**config.mk**
```make
export PLATFORM = sky130hd
export DESIGN_NAME = alu_op_controller
export DESIGN_NICKNAME = d
export VERILOG_FILES = /design/src/rtl/alu_op_controller.sv
export SDC_FILE = /design/constraint.sdc
export NUM_CORES = 1
export LEC_CHECK = 0
export ABC_AREA = 0
export CAP_MARGIN = 20
export CORE_ASPECT_RATIO = 1.2
export CORE_MARGIN = 3
export CORE_UTILIZATION = 40
export CTS_BUF_LIST = sky130_fd_sc_hd__clkbuf_16
export CTS_CLUSTER_DIAMETER = 200
export CTS_CLUSTER_SIZE = 16
export DETAILED_ROUTE_END_ITERATION = 16
export PLACE_DENSITY = 0.77
export SLEW_MARGIN = 5
export SYNTH_ARGS = -nofsm -noshare
export SYNTH_HDL_FRONTEND = slang
export SYNTH_SLANG_ARGS = --single-unit
```
**constraint.sdc**
```tcl
create_clock -name clk -period 6.5 [get_ports clk]
set_input_delay 0.65 -clock clk [delete_from_list [all_inputs] [get_ports clk]]
set_output_delay 0.65 -clock clk [all_outputs]
set_load 0.005 [all_outputs]
```
**src/rtl/alu_op_controller.sv**
```systemverilog
// alu_op_controller: one-at-a-time sequencer in front of the 32-bit ALU.
// Accepts an operation over valid/ready, holds the ALU select/operands for
// the operation's latency, then presents the registered result over a
// valid/ready response port and counts completed responses.
//
// state   | meaning
// --------+--------------------------------------------------------------
// IDLE    | ready for a request; ALU lines keep their last values
// EXEC    | ALU lines held; wait counter runs down to its terminal count
// RESP    | response presented; held until the consumer takes it
module alu_op_controller #(
    parameter int MOD_CYCLES = 34,
    parameter int CNT_W      = 16
) (
    input  logic             clk,
    input  logic             reset,
    input  logic             req_valid,
    output logic             req_ready,
    input  logic [2:0]       req_op,
    input  logic [31:0]      req_a,
    input  logic [31:0]      req_b,
    output logic [2:0]       alu_sel,
    output logic [31:0]      alu_a,
    output logic [31:0]      alu_b,
    input  logic [31:0]      alu_result,
    output logic             rsp_valid,
    input  logic             rsp_ready,
    output logic [31:0]      rsp_result,
    output logic [2:0]       rsp_op,
    output logic             rsp_divzero,
    output logic             busy,
    output logic [CNT_W-1:0] op_count
);

    localparam logic [1:0] ST_IDLE = 2'd0;
    localparam logic [1:0] ST_EXEC = 2'd1;
    localparam logic [1:0] ST_RESP = 2'd2;

    localparam logic [2:0] OP_MOD   = 3'd7;
    localparam logic [7:0] MOD_LOAD = 8'(MOD_CYCLES);
    localparam logic [7:0] ONE_LOAD = 8'd1;

    logic [1:0] state;
    logic [7:0] wait_cnt;
    logic [7:0] wait_load;
    logic       accept;
    logic       wait_done;
    logic       handshake;
    logic       div_zero;

    assign accept    = (state == ST_IDLE) && req_valid;
    assign wait_done = (state == ST_EXEC) && (wait_cnt == 8'd1);
    assign handshake = (state == ST_RESP) && rsp_ready;

    // Divide-by-zero is judged on the latched operands, not the live request.
    assign div_zero = (alu_sel == OP_MOD) && (alu_b == 32'd0);

    // Only a MOD with a real divisor waits on the clocked unit; a zero
    // divisor is answered immediately with a forced result.
    always_comb begin
        wait_load = ONE_LOAD;
        if ((req_op == OP_MOD) && (req_b != 32'd0)) begin
            wait_load = MOD_LOAD;
        end
    end

    // Sequencing FSM: IDLE -> EXEC on accept, EXEC -> RESP at terminal count,
    // RESP -> IDLE on the response handshake.
    always_ff @(posedge clk or posedge reset) begin
        if (reset) begin
            state <= ST_IDLE;
        end else begin
            case (state)
                ST_IDLE: if (accept)    state <= ST_EXEC;
                ST_EXEC: if (wait_done) state <= ST_RESP;
                ST_RESP: if (handshake) state <= ST_IDLE;
                default:                state <= ST_IDLE;
            endcase
        end
    end

    // Latency timer: loaded on accept, counts down in EXEC, cleared on exit.
    always_ff @(posedge clk or posedge reset) begin
        if (reset) begin
            wait_cnt <= 8'd0;
        end else if (accept) begin
            wait_cnt <= wait_load;
        end else if (wait_done) begin
            wait_cnt <= 8'd0;
        end else if (state == ST_EXEC) begin
            wait_cnt <= wait_cnt - 8'd1;
        end
    end

    // ALU drive lines change only on an accept edge and are otherwise held.
    always_ff @(posedge clk or posedge reset) begin
        if (reset) begin
            alu_sel <= 3'd0;
            alu_a   <= 32'd0;
            alu_b   <= 32'd0;
        end else if (accept) begin
            alu_sel <= req_op;
            alu_a   <= req_a;
            alu_b   <= req_b;
        end
    end

    // Response capture at terminal count; held through RESP until taken.
    always_ff @(posedge clk or posedge reset) begin
        if (reset) begin
            rsp_result  <= 32'd0;
            rsp_op      <= 3'd0;
            rsp_divzero <= 1'b0;
        end else if (wait_done) begin
            rsp_result  <= div_zero ? 32'd0 : alu_result;
            rsp_op      <= alu_sel;
            rsp_divzero <= div_zero;
        end
    end

    // Completed-response counter, free-running wrap.
    always_ff @(posedge clk or posedge reset) begin
        if (reset) begin
            op_count <= '0;
        end else if (handshake) begin
            op_count <= op_count + CNT_W'(1);
        end
    end

    assign req_ready = (state == ST_IDLE);
    assign rsp_valid = (state == ST_RESP);
    assign busy      = (state != ST_IDLE);

endmodule

```
# Word level (Yosys, flattened, before mapping)
# Index checks and enable logic that the tools add are counted.
[word_totals]
register_bits = 129
out_inout_bits = 122
[op_classes]
add_sub_neg = 2
eq_ne = 8
mux = 9
n_reduce_logical = 11
[ops]
columns = ["operator", "n"]
rows = [
  ["$logic_not 32->1", 1],
  ["$mux 32", 1],
  ["$reduce_bool 32->1", 1],
  ["$mux 8", 3],
  ["$add 16x1->16 const B", 1],
  ["$eq 8x1->1 const B", 1],
  ["$sub 8x1->8 const B", 1],
  ["$eq 3x3->1 const B", 2],
  ["$mux 2", 3],
  ["$mux 6", 1],
  ["$pmux 2 s3", 1],
  ["$logic_and 1x1->1", 5],
  ["$ne 2x1->1 const B", 2],
  ["$reduce_and 3->1", 1],
  ["$reduce_bool 3->1", 1],
  ["$eq 2x1->1 const B", 1],
  ["$eq 2x2->1 const B", 1],
  ["$logic_not 2->1", 1],
  ["$ne 2x2->1 const B", 1],
  ["$reduce_bool 2->1", 1],
]

# Depth between registers and ports, before layout
# Gate-level depths: netlist (run 1).
[depth]
word_depth = 4
depth_mapped = 8
depth_no_buf = 6

# Worst setup path after synthesis (run 1)
# OpenSTA, ideal clock, no wires.
[synth_path]
kind = "reg-to-reg"
start = "register wait_cnt[1]"
end = "register rsp_result[0]"
arrival_time_ps = 1690
slack_ps = 4686
stages_incl_launch_ff = 8
period_less_slack_ps = 1814
cell_sequence = "dfrtp_1 > inv_1 > ha_1 > nor4b_2 > nand3_1 > nor4_4 > buf_2 > a21oi_1"
[synth_between]
elab_chain_len = 2
[synth_lines]
columns = ["item", "line", "rtl"]
rows = [
  ["from (decl)", "44", "logic [7:0] wait_cnt;"],
  ["from (signal assigned)", "87", "wait_cnt <= wait_load;"],
  ["from (signal assigned)", "91", "wait_cnt <= wait_cnt - 8'd1;"],
  ["$eq 8x1->1", "52", "assign wait_done = (state == ST_EXEC) && (wait_cnt == 8'd1);"],
  ["$logic_and 1x1->1", "52", ""],
  ["to (signal assigned)", "115", "rsp_result <= div_zero ? 32'd0 : alu_result;"],
  ["to (decl)", "28", "output logic [31:0] rsp_result,"],
]
# Every way passes these cells.
# A chain may end at the register's enable or synchronous reset.

# Worst setup path in the final report (run 1)
[layout_path]
start = "register state[0]"
end = "output rsp_valid"
[layout_between]
elab_chain_len = 1
[layout_lines]
columns = ["item", "line", "rtl"]
rows = [
  ["from (decl)", "43", "logic [1:0] state;"],
  ["from (signal assigned)", "71", "state <= ST_IDLE;"],
  ["from (signal assigned)", "74", "ST_IDLE: if (accept) state <= ST_EXEC;"],
  ["from (signal assigned)", "75", "ST_EXEC: if (wait_done) state <= ST_RESP;"],
  ["$eq 2x2->1", "131", "assign rsp_valid = (state == ST_RESP);"],
  ["to (decl)", "26", "output logic rsp_valid,"],
]
# Every way passes these cells.

==> results of run 1 <==
[layer usage]
metal | GRT usage (%) | up-vias
li1 | - | 2329
met1 | 26.0 | 2337
met2 | 34.4 | 199
met3 | 5.88 | 16
met4 | 6.22 | 0
met5 | 0 | -
[critical path: stages (launching register included)]
cell             delay [ns]
dfrtp_1                0.46
nand2b_1               0.21
inv_1                  0.10
clkdlybuf4s50_1        0.52
[path summary, 6_finish.rpt]
path                         startpoint        endpoint  slack (ns)  depth (start not counted)
max                            state[0]       rsp_valid        4.16                          3
min                        op_count[15]    op_count[15]        0.47                          1
max reg2reg                 wait_cnt[4]  rsp_result[21]        4.36                          5
min reg2reg                op_count[15]    op_count[15]        0.47                          1
max in group asynchronous         reset       alu_b[29]        4.90                          3
min in group asynchronous         reset  rsp_result[25]        0.66                          2
[cells in the mapped netlist, types with 2 or more instances]
library cell  number  share of area, %
ha_1               3              0.71
xor2_1             5              0.82
nand2_1          281                20
o21ai_0            6              0.57
nand3_1           11               1.0
buf_2              7              0.66
inv_1              7              0.49
nor4_1            17               2.0
dfrtp_1          129                61
nor2_1             7              0.49
buf_1              3              0.21
and3_1             4              0.47
nor3_1             3              0.28
a21o_1             3              0.42
xnor2_1           10               1.6
nand2b_1           3              0.35
a22o_1             2              0.33
mux2_2             2              0.42
a21oi_1           35               3.3
clkbuf_1          16               1.1
nand4_1            5              0.59
[through the flow]
step	hold WS (ns)	power (W)	area [µm²]	setup slack, ns
3_5_place_dp	0.461	0.00285	7730	3.88
6_report	0.468	0.00361	8240	4.16
2_1_floorplan	0.468	0.00194	5310	2.41
3_3_place_gp	0.461	0.00278	7690	3.91
4_1_cts	0.475	0.00365	8210	4.14
5_1_grt	0.492	0.00387	8240	4.03
[flip-flops by register name, summed over array words and instances, names as in the netlist]
signal,cells
rsp_result,32
state,2
rsp_op,3
op_count,16
alu_a,32
alu_sel,3
alu_b,32
rsp_divzero,1
wait_cnt,8
[final cells by class]
type	count	area [µm²]
clock buffer	17	425
clock inverter	13	60.1
fill	1064	4600
inverter	7	28.8
multi-input combinational	417	1960
sequential	129	3230
tap	164	205
timing repair buffer	231	2330
[power groups by stage]
stage          Sequential [W]  Clock [W]  Combinational (W)
4_1_cts               0.00140   0.000805            0.00145
2_1_floorplan         0.00138          0           0.000556
3_3_place_gp          0.00139          0            0.00140
3_5_place_dp          0.00140          0            0.00145
5_1_grt               0.00144   0.000844            0.00158
6_report              0.00140   0.000779            0.00143
[cells by family (layout without fill, tap and decap cells)]
group                    Yosys count  after routing  synth area share [%]
AO/OA/AOI/OAI                     50             50                  5.21
adder cells (fa/ha/maj)            3              3                 0.707
flip-flops                       129            129                  60.8
XOR/XNOR                          15             15                  2.47
AND/OR/NAND/NOR                  347            347                  27.9
buffers and inverters             33            268                  2.50
multiplexers                       2              2                 0.424
==> flow_metrics.env, run 1 <==
export IMPL_post_drt_via_cell_ratio=4.99
export IMPL_synth_warnings=0
export IMPL_maxCapViolCount=0
export IMPL_setup_viol=0
export IMPL_synth_cell_type_count=41
export IMPL_num_vias=4881
export IMPL_gp_congestion=0.855
export IMPL_syn_area_mm2=0.00531
export IMPL_syn_num_nets=685
export IMPL_critical_path_class="flip-flop to output port"
export IMPL_peakVddDrop_mv=0.234
export IMPL_path_clk_slew_ns=0.05
export IMPL_die_y_um=132
export IMPL_status="finished, final reports clean"
export IMPL_start_util_pct=41.4
export IMPL_cp_start_kind="flip-flop"
export IMPL_critPathArrivalTime_ns=1.69
export IMPL_wl_met2_um=7440
export IMPL_seqPwrFrac_pct=38.7
export IMPL_drt_iter0_drc=328
export IMPL_power_frac_comb_pct=39.7
export IMPL_wl_met1_um=6260
export IMPL_hp_class="flip-flop to flip-flop"
export IMPL_clock_sinks=129
export IMPL_layout_commonest_cell="nand2_1"
export IMPL_drcViolationCount=0
export IMPL_worst_pin_slew_ns=0.686
export IMPL_worstSkewPairLatency_ns=0.40
export IMPL_power_density_mw_per_mm2=438
export IMPL_avgSynthCellArea_um2=9.17
export IMPL_dr_pass1_iters=4
export IMPL_hpwl_um=11100
export IMPL_finalNonFillerCells=978
export IMPL_synthFlopType="dfrtp_1"
export IMPL_synthCells=579
export IMPL_wl_per_cell_um=15.3
export IMPL_grt_pass1_vias=4937
export IMPL_pwr_share_clk_pct=21.6
export IMPL_p_int_w=0.00245
export IMPL_cts_buffer_depth=2
export IMPL_cts_max_level=4
export IMPL_hold_viol=0
export IMPL_grt_use_total_pct=20.6
export IMPL_maxSlewViolCount=0
export IMPL_finClkSkew_ns=0.0114
export IMPL_grt_max_degree=87
export IMPL_diodes=0
export IMPL_fin_crit_sh_pct=35.9
export IMPL_fin_nets=909
export IMPL_crit_required_ns=5.85
export IMPL_routed_wirelength_um=14900
export IMPL_max_freq_mhz=428
export IMPL_drive_above_1_share_pct=5.16
export IMPL_postCtsSetupRepairBufs=0
export IMPL_slew_headroom_pct=53.9
export IMPL_io_buffers=224
export IMPL_ys_seq_elements=129
export IMPL_fin_setup_tns_ns=0
export IMPL_dieArea_mm2=0.0147
export IMPL_endpoint_kind="output port"
export IMPL_seq_area_frac_synth_pct=60.8
export IMPL_area_delta_synth_final_pct=55.2
export IMPL_grt_overflow=0
export IMPL_dp_cells=947
export IMPL_met3WireLength_um=993
export IMPL_ctsResizeCount=0
export IMPL_fin_util_pct=64.2
export IMPL_power_leakage_nw=3.86
export IMPL_mostFrequentLayoutCells="280 x nand2_1, 224 x clkdlybuf4s50_1, 129 x dfrtp_1"
export IMPL_cts_inserted_buffers=17
export IMPL_cts_root_buffer="clkbuf_16"
export IMPL_ctsHoldBuffers=0
export IMPL_io_pins=225
export IMPL_period_minus_slack_ns=2.34
export IMPL_drtAntennaViolNets=0
export IMPL_cts_tree="built"
export IMPL_synth_edff_count=0
export IMPL_rows=45
export IMPL_coreArea_mm2=0.0128
export IMPL_die_w_um=111
export IMPL_p_sw_share_pct=32.0
export IMPL_dr_max_layer_used="met4"
export IMPL_p_sw_w=0.00115
export IMPL_crit_fanout=8
export IMPL_grt_antenna_before_repair=0
export IMPL_grt_pass1_wl_um=24800
export IMPL_async_flop_share_pct=100
export IMPL_rsz0062_at_grt="no"
(Power assumes the default switching activity.)
==> run 2, diff against run 1 <==
- CORE_UTILIZATION: 40 -> 39
- PLACE_DENSITY: 0.77 -> 0.78
- clock period: 6.5 -> 2 ns (I/O delays scaled with it)
==> flow_metrics.env, run 2 (synthesis results as in run 1) <==
export IMPL_rows=46
export IMPL_gr_usage_met3_pct=7.54
export IMPL_routed_wirelength_um=15900
export IMPL_cp_num_buf_inv=0
export IMPL_worstSkewPairLatency_ns=0.41
export IMPL_setup_viol=0
export IMPL_finClkSkew_ns=0.00932
export IMPL_grt_busiest_layer="met2"
export IMPL_die_w_um=113
export IMPL_io_buffers=224
export IMPL_peakVddDrop_mv=0.722
export IMPL_power_frac_comb_pct=38.7
export IMPL_p_int_w=0.00854
export IMPL_path_clk_slew_ns=0.06
export IMPL_r2r_cells=4
export IMPL_maxSlewViolCount=0
export IMPL_hold_viol=0
export IMPL_cts_max_level=4
export IMPL_endpoint_kind="flip-flop"
export IMPL_start_util_pct=39.9
export IMPL_power_density_mw_per_mm2=1480
export IMPL_wl_per_cell_um=15.9
export IMPL_mostFrequentLayoutCells="280 x nand2_1, 224 x clkdlybuf4s50_1, 127 x dfrtp_1"
export IMPL_reg2reg_slack_ns=0.05
export IMPL_dr_pass1_iters=4
export IMPL_pwr_share_clk_pct=25.2
export IMPL_grt_max_degree=44
export IMPL_hpwl_um=11800
export IMPL_grt_antenna_before_repair=0
export IMPL_drcViolationCount=0
export IMPL_grt_pass1_wl_um=25800
export IMPL_nFillCells=1086
export IMPL_worstReg2RegEnd="wait_cnt[7]"
export IMPL_fin_nets=921
export IMPL_drive_above_1_share_pct=7.85
export IMPL_cp_start_kind="flip-flop"
export IMPL_power_leakage_nw=3.97
export IMPL_reg_top3="alu_a x32, alu_b x32, rsp_result x32"
export IMPL_slew_headroom_pct=67.6
export IMPL_fin_util_pct=64.2
export IMPL_hp_class="input pin to asynchronous set/reset pin"
export IMPL_slowest_delay_ns=0.56
export IMPL_layout_commonest_cell="nand2_1"
export IMPL_drt_iter0_drc=267
export IMPL_io_pins=225
export IMPL_grt_use_total_pct=21.3
export IMPL_die_y_um=134
export IMPL_post_drt_via_cell_ratio=4.97
export IMPL_crit_fanout=6
export IMPL_coreArea_mm2=0.0133
export IMPL_grt_pass1_vias=5196
export IMPL_drtAntennaViolNets=0
export IMPL_startpoint="wait_cnt[2]"
export IMPL_hold_slack_ns=0.181
export IMPL_critical_path_top_delay_family="simple AND/OR/NAND/NOR gates"
export IMPL_diodes=0
export IMPL_max_freq_mhz=513
export IMPL_cts_tree="built"
export IMPL_gp_congestion=0.848
export IMPL_critPathArrivalTime_ns=2.28
export IMPL_p_sw_share_pct=32.3
export IMPL_worstReg2RegStart="wait_cnt[2]"
export IMPL_crit_required_ns=2.33
export IMPL_cts_root_buffer="clkbuf_16"
export IMPL_regArea_mm2=0.00323
export IMPL_dieArea_mm2=0.0151
export IMPL_path_cells="or4_4, or4_1, or3_1, o21ai_0"
export IMPL_cts_buffer_depth=2
export IMPL_worst_pin_slew_ns=0.485
export IMPL_fin_crit_sh_pct=97.5
export IMPL_cts_inserted_buffers=17
export IMPL_grt_overflow=0
export IMPL_period_minus_slack_ns=1.95
export IMPL_seqPwrFrac_pct=36.1
export IMPL_clock_sinks=129
export IMPL_slowest_stage="or4_4"
export IMPL_status="finished, final reports clean"
export IMPL_grt_util_met1_pct=25.2
export IMPL_num_vias=4949
export IMPL_p_sw_w=0.00407
export IMPL_use_met2_pct=36.2
export IMPL_multi_input_area_mm2=0.00197
export IMPL_maxCapViolCount=0
export IMPL_critical_path_class="flip-flop to flip-flop"
export IMPL_area_delta_synth_final_pct=60.6
[run 2: changes by cell type in the layout (fill, tap and decap cells not counted), sizes merged]
cell | before | now
clkinvlp | 1 | 4
bufinv | 0 | 3
clkinv | 8 | 5
buf | 7 | 19
inv | 11 | 10
[run 2: timing repair]
action                     CTS  global route
hold buffers                 0             0
resized for setup            1             4
hold endpoints to repair     0             0
buffers inserted             0             0
setup endpoints to repair    1            35
pin swaps                    0             1
[run 2: layout make-up]
class / count / share of cell area [%]
repair buffers: 243 / 29.0
clock inverters: 15 / 2.19
flip-flops and latches: 129 / 37.9
well taps: 168 / 2.46
clock buffers: 17 / 4.99
multi-input cells: 417 / 23.1
inverters: 7 / 0.352
[run 2: worst max path at each step]
stage	to	slack (ns)	cells past startpoint
floorplan	rsp_result[0]	0.19	7
global placement	wait_cnt[1]	0.11	5
detailed placement	rsp_result[29]	0.05	7
CTS	rsp_result[29]	0.03	7
global route	wait_cnt[7]	-0.0008	4
finish	wait_cnt[7]	0.05	4
[run 2: power by group through the flow]
stage | registers [W] | logic, W | clock network (W)
2_1_floorplan | 0.00450 | 0.00181 | 0
3_3_place_gp | 0.00450 | 0.00473 | 0
3_5_place_dp | 0.00457 | 0.00489 | 0
4_1_cts | 0.00454 | 0.00493 | 0.00325
5_1_grt | 0.00470 | 0.00537 | 0.00338
6_report | 0.00456 | 0.00488 | 0.00318
[run 2: metal layers]
layer / wire, µm / part of all wire [%] / vias to the layer above
met5: 0 / 0 / -
met4: 193 / 1.2 / 0
met3: 1440 / 9.0 / 20
met2: 8040 / 51 / 208
met1: 6210 / 39 / 2366
li1: - / - / 2355
[run 2: metrics by stage]
step                      total power (W)  area (µm²)  setup slack, ns  setup TNS [ns]  cells
after floorplan                   0.00631        5310            0.186               0    579
after global placement            0.00923        7900            0.110               0    964
after detailed placement          0.00946        7900           0.0453               0    964
after CTS                          0.0127        8510           0.0287               0    996
after global routing               0.0135        8530        -0.000762       -0.000762    996
final                              0.0126        8530           0.0503               0    996
